===== config.mk =====
export PLATFORM = sky130hd
export DESIGN_NAME = alu_iter_exec
export DESIGN_NICKNAME = d
export VERILOG_FILES = /design/src/rtl/alu_pkg.sv /design/src/rtl/alu_logic_unit.sv /design/src/rtl/alu_iter_exec.sv
export SDC_FILE = /design/constraint.sdc
export NUM_CORES = 1
export LEC_CHECK = 0
export BUFFER_PORTS_ARGS = -buffer_cell sky130_fd_sc_hd__buf_2
export CAP_MARGIN = 20
export CORE_MARGIN = 2
export CORE_UTILIZATION = 25
export CTS_BUF_LIST = sky130_fd_sc_hd__clkbuf_16
export CTS_CLUSTER_DIAMETER = 30
export DETAILED_ROUTE_END_ITERATION = 10
export GPL_TIMING_DRIVEN = 1
export PLACE_DENSITY = 0.49
export SLEW_MARGIN = 10
export SYNTH_ARGS = -nofsm -noshare
export SYNTH_HDL_FRONTEND = slang
export SYNTH_SLANG_ARGS = --single-unit
export TNS_END_PERCENT = 100

===== constraint.sdc =====
create_clock -name i_clk -period 5.9 [get_ports i_clk]
set_input_delay 0.295 -clock i_clk [delete_from_list [all_inputs] [get_ports i_clk]]
set_output_delay 0.295 -clock i_clk [all_outputs]
set_load 0.005 [all_outputs]

===== src/rtl/alu_pkg.sv =====
// Shared types and constants for the iterative execute-stage ALU.
package alu_pkg;

  localparam int unsigned XLEN_DEF = 32;
  localparam int unsigned OP_W     = 4;

  typedef enum logic [OP_W-1:0] {
    ALU_ADD  = 4'b0000,
    ALU_SUB  = 4'b0001,
    ALU_SLT  = 4'b0010,
    ALU_SLTU = 4'b0011,
    ALU_XOR  = 4'b0100,
    ALU_OR   = 4'b0101,
    ALU_AND  = 4'b0110,
    ALU_SLL  = 4'b0111,
    ALU_SRL  = 4'b1000,
    ALU_SRA  = 4'b1001
  } alu_op_e;

  // Codes at or above this value are not defined operations
  localparam logic [OP_W-1:0] ALU_OP_ILLEGAL_MIN = 4'b1010;

  typedef enum logic [1:0] {
    IDLE  = 2'd0,
    SHIFT = 2'd1,
    DONE  = 2'd2
  } exec_state_e;

  function automatic logic is_shift_op(input logic [OP_W-1:0] op);
    return (op == ALU_SLL) || (op == ALU_SRL) || (op == ALU_SRA);
  endfunction

endpackage


===== src/rtl/alu_logic_unit.sv =====
// Single-cycle arithmetic, compare and bitwise operations plus illegal-code detect.
module alu_logic_unit
  import alu_pkg::*;
#(
  parameter int unsigned XLEN = XLEN_DEF
) (
  input  logic [OP_W-1:0] op,
  input  logic [XLEN-1:0] a,
  input  logic [XLEN-1:0] b,
  output logic [XLEN-1:0] result_c,
  output logic            illegal_c
);

  always_comb begin
    result_c  = '0;
    illegal_c = (op >= ALU_OP_ILLEGAL_MIN);
    case (op)
      ALU_ADD:  result_c = a + b;
      ALU_SUB:  result_c = a - b;
      ALU_SLT:  result_c = XLEN'($signed(a) < $signed(b));
      ALU_SLTU: result_c = XLEN'(a < b);
      ALU_XOR:  result_c = a ^ b;
      ALU_OR:   result_c = a | b;
      ALU_AND:  result_c = a & b;
      // shifts are handled by the iterative datapath; illegal codes yield 0
      default:  result_c = '0;
    endcase
  end

endmodule


===== src/rtl/alu_iter_exec.sv =====
// Execute-stage ALU: single-cycle logic/arith ops, iterative shifts of SHIFT_STEP bits per cycle.
module alu_iter_exec
  import alu_pkg::*;
#(
  parameter int unsigned XLEN       = XLEN_DEF,
  parameter int unsigned SHIFT_STEP = 1
) (
  input  logic            i_clk,
  input  logic            i_rst,
  input  logic            i_valid,
  output logic            o_ready,
  input  logic [OP_W-1:0] i_alu_op,
  input  logic [XLEN-1:0] i_operand_a,
  input  logic [XLEN-1:0] i_operand_b,
  input  logic            i_flush,
  output logic            o_valid,
  input  logic            i_ready,
  output logic [XLEN-1:0] o_result,
  output logic            o_illegal
);

  localparam int unsigned SHAMT_W = $clog2(XLEN);
  localparam int unsigned AMT_W   = $clog2(SHIFT_STEP) + 1;

  exec_state_e          state;
  exec_state_e          next_state;

  logic [OP_W-1:0]      op_q;
  logic [XLEN-1:0]      shift_q;
  logic [SHAMT_W-1:0]   cnt_q;

  logic [OP_W-1:0]      op_d;
  logic [XLEN-1:0]      shift_d;
  logic [SHAMT_W-1:0]   cnt_d;
  logic [XLEN-1:0]      result_d;
  logic                 illegal_d;
  logic                 valid_d;
  logic                 ready_d;

  logic [XLEN-1:0]      logic_result;
  logic                 logic_illegal;
  logic [SHAMT_W-1:0]   shamt;
  logic                 start_shift;
  logic [AMT_W-1:0]     amt;
  logic [SHAMT_W-1:0]   cnt_rem;
  logic [XLEN-1:0]      shifted;

  alu_logic_unit #(
    .XLEN (XLEN)
  ) u_logic (
    .op        (i_alu_op),
    .a         (i_operand_a),
    .b         (i_operand_b),
    .result_c  (logic_result),
    .illegal_c (logic_illegal)
  );

  assign shamt       = i_operand_b[SHAMT_W-1:0];
  assign start_shift = is_shift_op(i_alu_op) && (shamt != '0);

  // One shift step: the smaller of the remaining count and SHIFT_STEP
  assign amt     = (cnt_q < SHAMT_W'(SHIFT_STEP)) ? cnt_q[AMT_W-1:0] : AMT_W'(SHIFT_STEP);
  assign cnt_rem = cnt_q - SHAMT_W'(amt);

  always_comb begin
    shifted = '0;
    case (op_q)
      ALU_SLL: shifted = shift_q << amt;
      ALU_SRL: shifted = shift_q >> amt;
      default: shifted = XLEN'($signed(shift_q) >>> amt);
    endcase
  end

  // State register
  always_ff @(posedge i_clk) begin
    if (i_rst) begin
      state <= IDLE;
    end else begin
      state <= next_state;
    end
  end

  // Next-state logic; flush overrides every other transition
  always_comb begin
    next_state = state;
    if (i_flush) begin
      next_state = IDLE;
    end else begin
      case (state)
        IDLE:    if (i_valid) next_state = start_shift ? SHIFT : DONE;
        SHIFT:   if (cnt_rem == '0) next_state = DONE;
        DONE:    if (i_ready) next_state = IDLE;
        default: next_state = IDLE;
      endcase
    end
  end

  // Next values for outputs and the shift datapath
  always_comb begin
    op_d      = op_q;
    shift_d   = shift_q;
    cnt_d     = cnt_q;
    result_d  = o_result;
    illegal_d = o_illegal;
    valid_d   = (next_state == DONE);
    ready_d   = (next_state == IDLE);
    if (!i_flush) begin
      case (state)
        IDLE: begin
          if (i_valid) begin
            op_d    = i_alu_op;
            shift_d = i_operand_a;
            cnt_d   = shamt;
            // a shift by zero completes immediately with operand a
            if (is_shift_op(i_alu_op)) begin
              result_d  = i_operand_a;
              illegal_d = 1'b0;
            end else begin
              result_d  = logic_result;
              illegal_d = logic_illegal;
            end
          end
        end
        SHIFT: begin
          shift_d = shifted;
          cnt_d   = cnt_rem;
          if (cnt_rem == '0) result_d = shifted;
        end
        default: ;
      endcase
    end
  end

  always_ff @(posedge i_clk) begin
    if (i_rst) begin
      o_valid   <= 1'b0;
      o_ready   <= 1'b1;
      o_result  <= '0;
      o_illegal <= 1'b0;
      op_q      <= '0;
      shift_q   <= '0;
      cnt_q     <= '0;
    end else begin
      o_valid   <= valid_d;
      o_ready   <= ready_d;
      o_result  <= result_d;
      o_illegal <= illegal_d;
      op_q      <= op_d;
      shift_q   <= shift_d;
      cnt_q     <= cnt_d;
    end
  end

endmodule

==> results of run 1 <==
==> through the flow <==
step | setup slack [ps] | utilization | power, mW
2_1_floorplan | 3170 | - | 1.13
3_3_place_gp | 2290 | 0.276 | 1.36
3_5_place_dp | 2240 | 0.276 | 1.36
4_1_cts | 2360 | 0.285 | 1.97
5_1_grt | 1870 | 0.285 | 2.08
6_report | 2250 | 0.285 | 1.98
==> worst max-delay path: cells and delay by family (launching register included) <==
kind                     cells  cell delay (ps)
AND/OR/NAND/NOR              5             1470
XOR/XNOR                     1              160
flip-flops                   1              350
AO/OA/AOI/OAI                2             1200
adder cells (fa/ha/maj)      1              230
buffers and inverters        1               70
==> kinds of logic after synthesis <==
family | count (synthesis) | synth area share
flip-flops | 78 | 0.165
AND/OR/NAND/NOR | 442 | 0.214
adder cells (fa/ha/maj) | 107 | 0.143
buffers and inverters | 204 | 0.0914
multiplexers | 17 | 0.0180
XOR/XNOR | 17 | 0.0158
AO/OA/AOI/OAI | 458 | 0.352
==> routing by layer <==
| metal | global-route usage | up-vias |
|---|---|---|
| li1 | - | 4889 |
| met1 | 0.274 | 4988 |
| met2 | 0.303 | 429 |
| met3 | 0.0264 | 47 |
| met4 | 0.0607 | 0 |
| met5 | 0 | - |
==> flip-flops by register name, summed over array words and instances (netlist names) <==
register	cells
o_result	32
shift_q	32
cnt_q	5
op_q	4
state	2
o_illegal	1
o_ready	1
o_valid	1
==> final cells by class <==
| cell class | instances | area, um^2 | area share |
|---|---|---|---|
| Clock buffer | 9 | 225 | 0.0212 |
| Multi-Input combinational cell | 1041 | 7060 | 0.663 |
| Sequential cell | 78 | 1560 | 0.147 |
| Inverter | 110 | 413 | 0.0388 |
| Tap cell | 511 | 639 | 0.0601 |
| Clock inverter | 7 | 80.1 | 0.00752 |
| Timing Repair Buffer | 125 | 671 | 0.0630 |
==> placed cells by master (no fill, tap or decap), drive strengths merged, types with 5 or more instances in the layout <==
cell type,synthesis,layout
a311oi,32,32
o211ai,18,18
nor4,9,9
ha,105,105
a31oi,10,10
a22oi,13,13
and3,6,6
a211oi,56,56
o221ai,6,6
nand3,13,13
o22ai,6,6
clkinv,1,5
a21oi,114,114
and2,7,7
inv,109,110
o311ai,5,5
nand2b,10,10
nor2b,8,8
a311o,7,7
xnor2,16,16
o2111ai,5,5
o31ai,13,13
buf,35,125
nor3,57,57
o31a,5,5
nor2,172,172
a221oi,27,27
o21ai,71,71
o21bai,9,9
clkbuf,59,9
nand4,9,9
or3,10,10
a2111oi,11,11
dfxtp,78,78
mux2i,17,17
nand2,124,124
o21a,5,5
a21o,17,17
==> power by group through the flow <==
stage,Combinational (mW),Sequential (mW),Clock (mW)
finish,0.768,0.599,0.611
detailed placement,0.752,0.610,0
global placement,0.753,0.610,0
CTS,0.757,0.598,0.619
global route,0.840,0.603,0.640
floorplan,0.535,0.599,0
==> how the worst max path moves through the flow <==
stage	from	endpoint	slack, ps
after floorplan	i_operand_a[0]	o_result[16]	3170
after global placement	i_operand_a[0]	o_result[0]	2290
after detailed placement	i_operand_a[0]	o_result[0]	2240
after CTS	cnt_q[2]	o_result[6]	2360
after global routing	cnt_q[2]	o_result[23]	1870
final	cnt_q[2]	o_result[6]	2250
==> impl_metrics.json, run 1 <==
{
  "diodes": 0,
  "routed_via_density": 5.50,
  "grt_pass1_vias": 9566,
  "power_density_mw_per_mm2": 186,
  "crit_path_top_delay_cell": "a2111oi_0",
  "r2r_end": "o_result[6]",
  "postSynthRegisterBits": 78,
  "first_pass_iters": 5,
  "period_minus_slack_ps": 3650,
  "fin_setup_tns_ps": 0,
  "final_cell_area_mm2": 0.0106,
  "cts_hold_buf": 0,
  "holdWs_ps": 161,
  "hold_depth": 2,
  "synth_top_area_cell": "dfxtp_1",
  "cts_buffer_depth": 2,
  "reg2reg_from": "cnt_q[2]",
  "start_util": 0.253,
  "cts_resized": 0,
  "crit_chain": "or3_1, o21bai_1, inv_1, ha_1, xnor2_1, nand4b_1, nand2_1, nand2_1, a2111oi_0, nor3_1",
  "synthTopCellsByArea": "dfxtp_1, ha_1, nor2_1",
  "setup_viol": 0,
  "wl_per_cell_um": 20.5,
  "die_area_mm2": 0.0394,
  "reg2reg_slack_ps": 2250,
  "hp-class": "in2reg",
  "fp-row-count": 71,
  "skew_ps": 10.4,
  "fp.dieW_um": 198,
  "avgSynthCellArea_um2": 7.14,
  "synthToLayoutAreaGrowth_pct": 12.7,
  "fillers": 4174,
  "p_sw_frac": 0.397,
  "grt-ovfl-total": 0,
  "numCtsBuffers": 9,
  "ys.flop_type": "dfxtp_1",
  "cap_violations": 0,
  "grt_first_pass_wirelength_um": 58500,
  "hold_path.startpoint": "i_flush",
  "clk_latency_ps": 360,
  "drt_iter0_drc": 1068,
  "netlist_instances": 1323,
  "wl_met3_um": 2710,
  "synth-async-reset-ratio": 0,
  "ys_top_cells_by_count": "nor2_1, nand2_1, a21oi_1, inv_1, ha_1",
  "drv_slew": 0,
  "gp_congestion": 0.903,
  "crit_path_end_kind": "flip-flop",
  "ys_types": 95,
  "finalHoldViolCount": 0,
  "synth_area_mm2": 0.00945,
  "path_class": "reg2reg",
  "htree_num_levels": 3,
  "cp-start-kind": "flip-flop",
  "final_nets": 1545,
  "finalCritPeriodShare": 0.619,
  "synth_edf_count": 0,
  "syn-num-nets": 1503,
  "hold-path-endpoint": "o_valid",
  "port_buffers": 107,
  "p_int_mw": 1.19,
  "p_leak_nw": 4.34,
  "outcome": "complete, no violations",
  "io_pins": 108,
  "drc_errors": 0,
  "cts_tree": "yes",
  "tightest_slew_ps": 1080,
  "yosysWarningCount": 0,
  "cp_max_fo": 19,
  "required_ps": 6100,
  "pwr-share-seq": 0.303,
  "synth.top_cell.area_share": 0.165,
  "timing.fmax_mhz": 274,
  "reg2reg_depth": 10,
  "clock_sinks": 78,
  "die_h_um": 198,
  "critPathMostFrequentCell": "nand2_1",
  "layout-drive-gt1-share": 0.131,
  "routed-wl-met2_um": 16900,
  "clk_pin_slew_worst_paths_ps": 60,
  "slew_headroom": 0.278,
  "highest_layer": "met4",
  "dp_hpwl_um": 28700,
  "antenna_found_initial": 0,
  "power.switching_mw": 0.784,
  "cts_root_buffer": "clkbuf_16",
  "rsz0062_at_grt": "no",
  "post-cts-setup-buffer-count": 0,
  "p_clk_frac": 0.309,
  "irDropWorstVdd_mv": 0.155,
  "vias": 10400,
  "ys_seq_area_frac": 0.165,
  "fp.coreArea_mm2": 0.0374,
  "p_comb_frac": 0.388,
  "antenna_left": 0,
  "fin_cells": 1881,
  "critPathArrivalTime_ps": 3850,
  "routed_wl_um": 38600,
  "dp.cells": 1865,
  "wl_met1_um": 18000,
  "critPathMaxStageDelay_ps": 980,
  "dpl-instance-area_mm2": 0.0103,
  "grt_use_total": 0.194,
  "yosysMostFrequentCell": "nor2_1",
  "grt_max_degree": 74
}
(Power assumes the default switching activity.)
==> run 2: changes to the inputs <==
ABC_AREA = 1   (was default)
PLACE_DENSITY = 0.5   (was 0.49)
clock period = 3.3 ns   (was 5.9 ns; I/O delays follow)
==> run 2 against run 1 <==
  * Final area up 13%
  * Clock power up 57%
  * Final cell count up 36%
  * Routed wire length up 21%
  * Utilization up 0.12 points
  * Largest power group unchanged
==> impl_metrics.json, run 2 <==
{
  "synth_area_mm2": 0.0106,
  "grt_use_total": 0.209,
  "numCtsBuffers": 9,
  "fin_ws_ps": 894,
  "multi_input_area_mm2": 0.00731,
  "ys_top_cells_by_count": "nand2_1, inv_1, a21oi_1, nor2_1, nand3_1",
  "antenna_found_initial": 3,
  "post-place-ws_ps": 598,
  "setup_viol": 0,
  "synth_compound_area_frac": 0.213,
  "synthToLayoutAreaGrowth_pct": 12.8,
  "period_minus_slack_ps": 2410,
  "die_area_mm2": 0.0442,
  "postSynthRegisterBits": 78,
  "drv_slew": 0,
  "finalCritPeriodShare": 0.729,
  "cts_root_buffer": "clkbuf_16",
  "post-cts-setup-buffer-count": 0,
  "routed_wl_um": 46800,
  "skew_ps": 15.3,
  "fillers": 4837,
  "fp.dieW_um": 210,
  "ys.flop_type": "dfxtp_1",
  "fp.coreArea_mm2": 0.0419,
  "p_leak_nw": 6.65,
  "htree_num_levels": 3,
  "cts_tree": "yes",
  "cts_buffer_depth": 2,
  "path_class": "in2reg",
  "ys_seq_area_frac": 0.147,
  "synth_top_family_by_area": "simple AND/OR/NAND/NOR gates",
  "critPathMostFrequentCell": "nand2_1",
  "crit_chain": "buf_2, ha_1, fa_1, nand3_1, nand3_1, nand2_1, nand2_1, nand2_1, nand2_1, o21ai_0, a21oi_1, o21ai_0, nand2_1, a21oi_1",
  "clk_latency_ps": 370,
  "final_nets": 2184,
  "io_pins": 108,
  "cp_max_fo": 5,
  "seqCellArea_mm2": 0.00156,
  "outcome": "complete, no violations",
  "avgSynthCellArea_um2": 5.47,
  "cts_resized": 0,
  "synth_top_area_cell": "nand2_1",
  "tightest_slew_ps": 860,
  "finalHoldViolCount": 0,
  "netlist_instances": 1942,
  "cp-start-kind": "input port",
  "synth.top_cell.area_share": 0.207,
  "grt_first_pass_wirelength_um": 70400,
  "reg2reg_from": "cnt_q[2]",
  "synth_edf_count": 0,
  "clk_pin_slew_worst_paths_ps": 70,
  "hold_path.startpoint": "i_alu_op[3]",
  "drt_iter0_drc": 1095,
  "drc_errors": 0,
  "rsz0062_at_grt": "no",
  "start_util": 0.253,
  "crit_path_top_delay_cell": "o21ai_0",
  "port_buffers": 107,
  "final_cell_mix": "nand2_1, inv_1, a21oi_1, nor2_1, nand3_1",
  "irDropWorstVdd_mv": 0.266,
  "synthMuxAreaShare": 0,
  "cts_hold_buf": 0,
  "antenna_left": 0,
  "crit_path_end_kind": "flip-flop",
  "power_density_mw_per_mm2": 305,
  "fin_setup_tns_ps": 0,
  "yosysWarningCount": 0,
  "timing.fmax_mhz": 416,
  "cap_violations": 0,
  "ys_types": 44,
  "die_h_um": 210,
  "slew_headroom": 0.426,
  "critPathArrivalTime_ps": 2700,
  "synth_xor_xnor_area_share": 0.00495,
  "grt_max_degree": 48,
  "required_ps": 3600,
  "synthTopCellsByArea": "nand2_1, dfxtp_1, inv_1",
  "first_pass_iters": 5,
  "startpoint": "i_operand_b[0]",
  "final_common_cell": "nand2_1",
  "critPathMaxStageDelay_ps": 450,
  "syn-num-nets": 2122,
  "reg_top3": "o_result (32), shift_q (32), cnt_q (5)",
  "synth-simple-area-share": 0.341,
  "layout-drive-gt1-share": 0.0811,
  "fp-row-count": 75,
  "grt-ovfl-total": 0,
  "clock_sinks": 78,
  "gp_congestion": 0.974,
  "dp_hpwl_um": 38000,
  "synth-async-reset-ratio": 0,
  "routed_via_density": 4.93,
  "wl_per_cell_um": 18.4,
  "yosysMostFrequentCell": "nand2_1",
  "vias": 12600,
  "hp-class": "in2reg",
  "final_util": 0.286,
  "grt_pass1_vias": 11800,
  "synth_fa_ha_area_frac": 0.127
}
==> run 2: worst max-delay path: cells and delay by family <==
kind	cells	cell delay, ps
AOI/OAI and AO/OA	4	830
adders and majority gates	2	640
buffers and inverters	1	140
and+or+nand+nor	7	910
==> run 2: report_power, final <==
| group | internal, mW | total, mW | switching, mW |
|---|---|---|---|
| Clock | 0.506 | 0.962 | 0.456 |
| Sequential | 1.02 | 1.07 | 0.0474 |
| Combinational | 0.489 | 1.63 | 1.14 |
| Total | 2.01 | 3.65 | 1.64 |
==> run 2: worst paths after layout <==
path                                endpoint  slack [ps]  cells past startpoint
worst max-delay path            o_result[14]         890                     14
worst min-delay path                 op_q[3]         100                      3
worst max register to register  o_result[29]         980                     11
worst min register to register   o_result[1]         470                      2
==> run 2: stage by stage <==
stage | hold WS (ps) | power, mW | cells | instance area (um^2)
final | 97.9 | 3.65 | 2549 | 12000
after global routing | 110 | 3.90 | 2549 | 12000
after CTS | 81.9 | 3.66 | 2548 | 12000
after detailed placement | 465 | 2.69 | 2532 | 11700
after global placement | 457 | 2.68 | 2532 | 11700
after floorplan | 310 | 2.11 | 1942 | 10600
==> run 2: kinds of logic after synthesis <==
group,Yosys count
buf+inv,457
flops,78
simple gates,898
compound gates,396
xor+xnor,6
fa+ha+maj,107
==> run 2: final cells by class <==
type	instances	share of cell area
multi-input combinational	1407	0.610
sequential	78	0.130
inverter	376	0.118
timing repair buffer	132	0.0634
tap	539	0.0562
clock buffer	9	0.0188
clock inverter	7	0.00355
antenna	1	0.000209
==> run 2: layer usage <==
metal,global-route usage,vias up,share of wire
met5,0,-,0.00015
met4,0.0518,2,0.019
met3,0.0237,40,0.057
met2,0.335,386,0.44
met1,0.297,5863,0.48
li1,-,6272,-
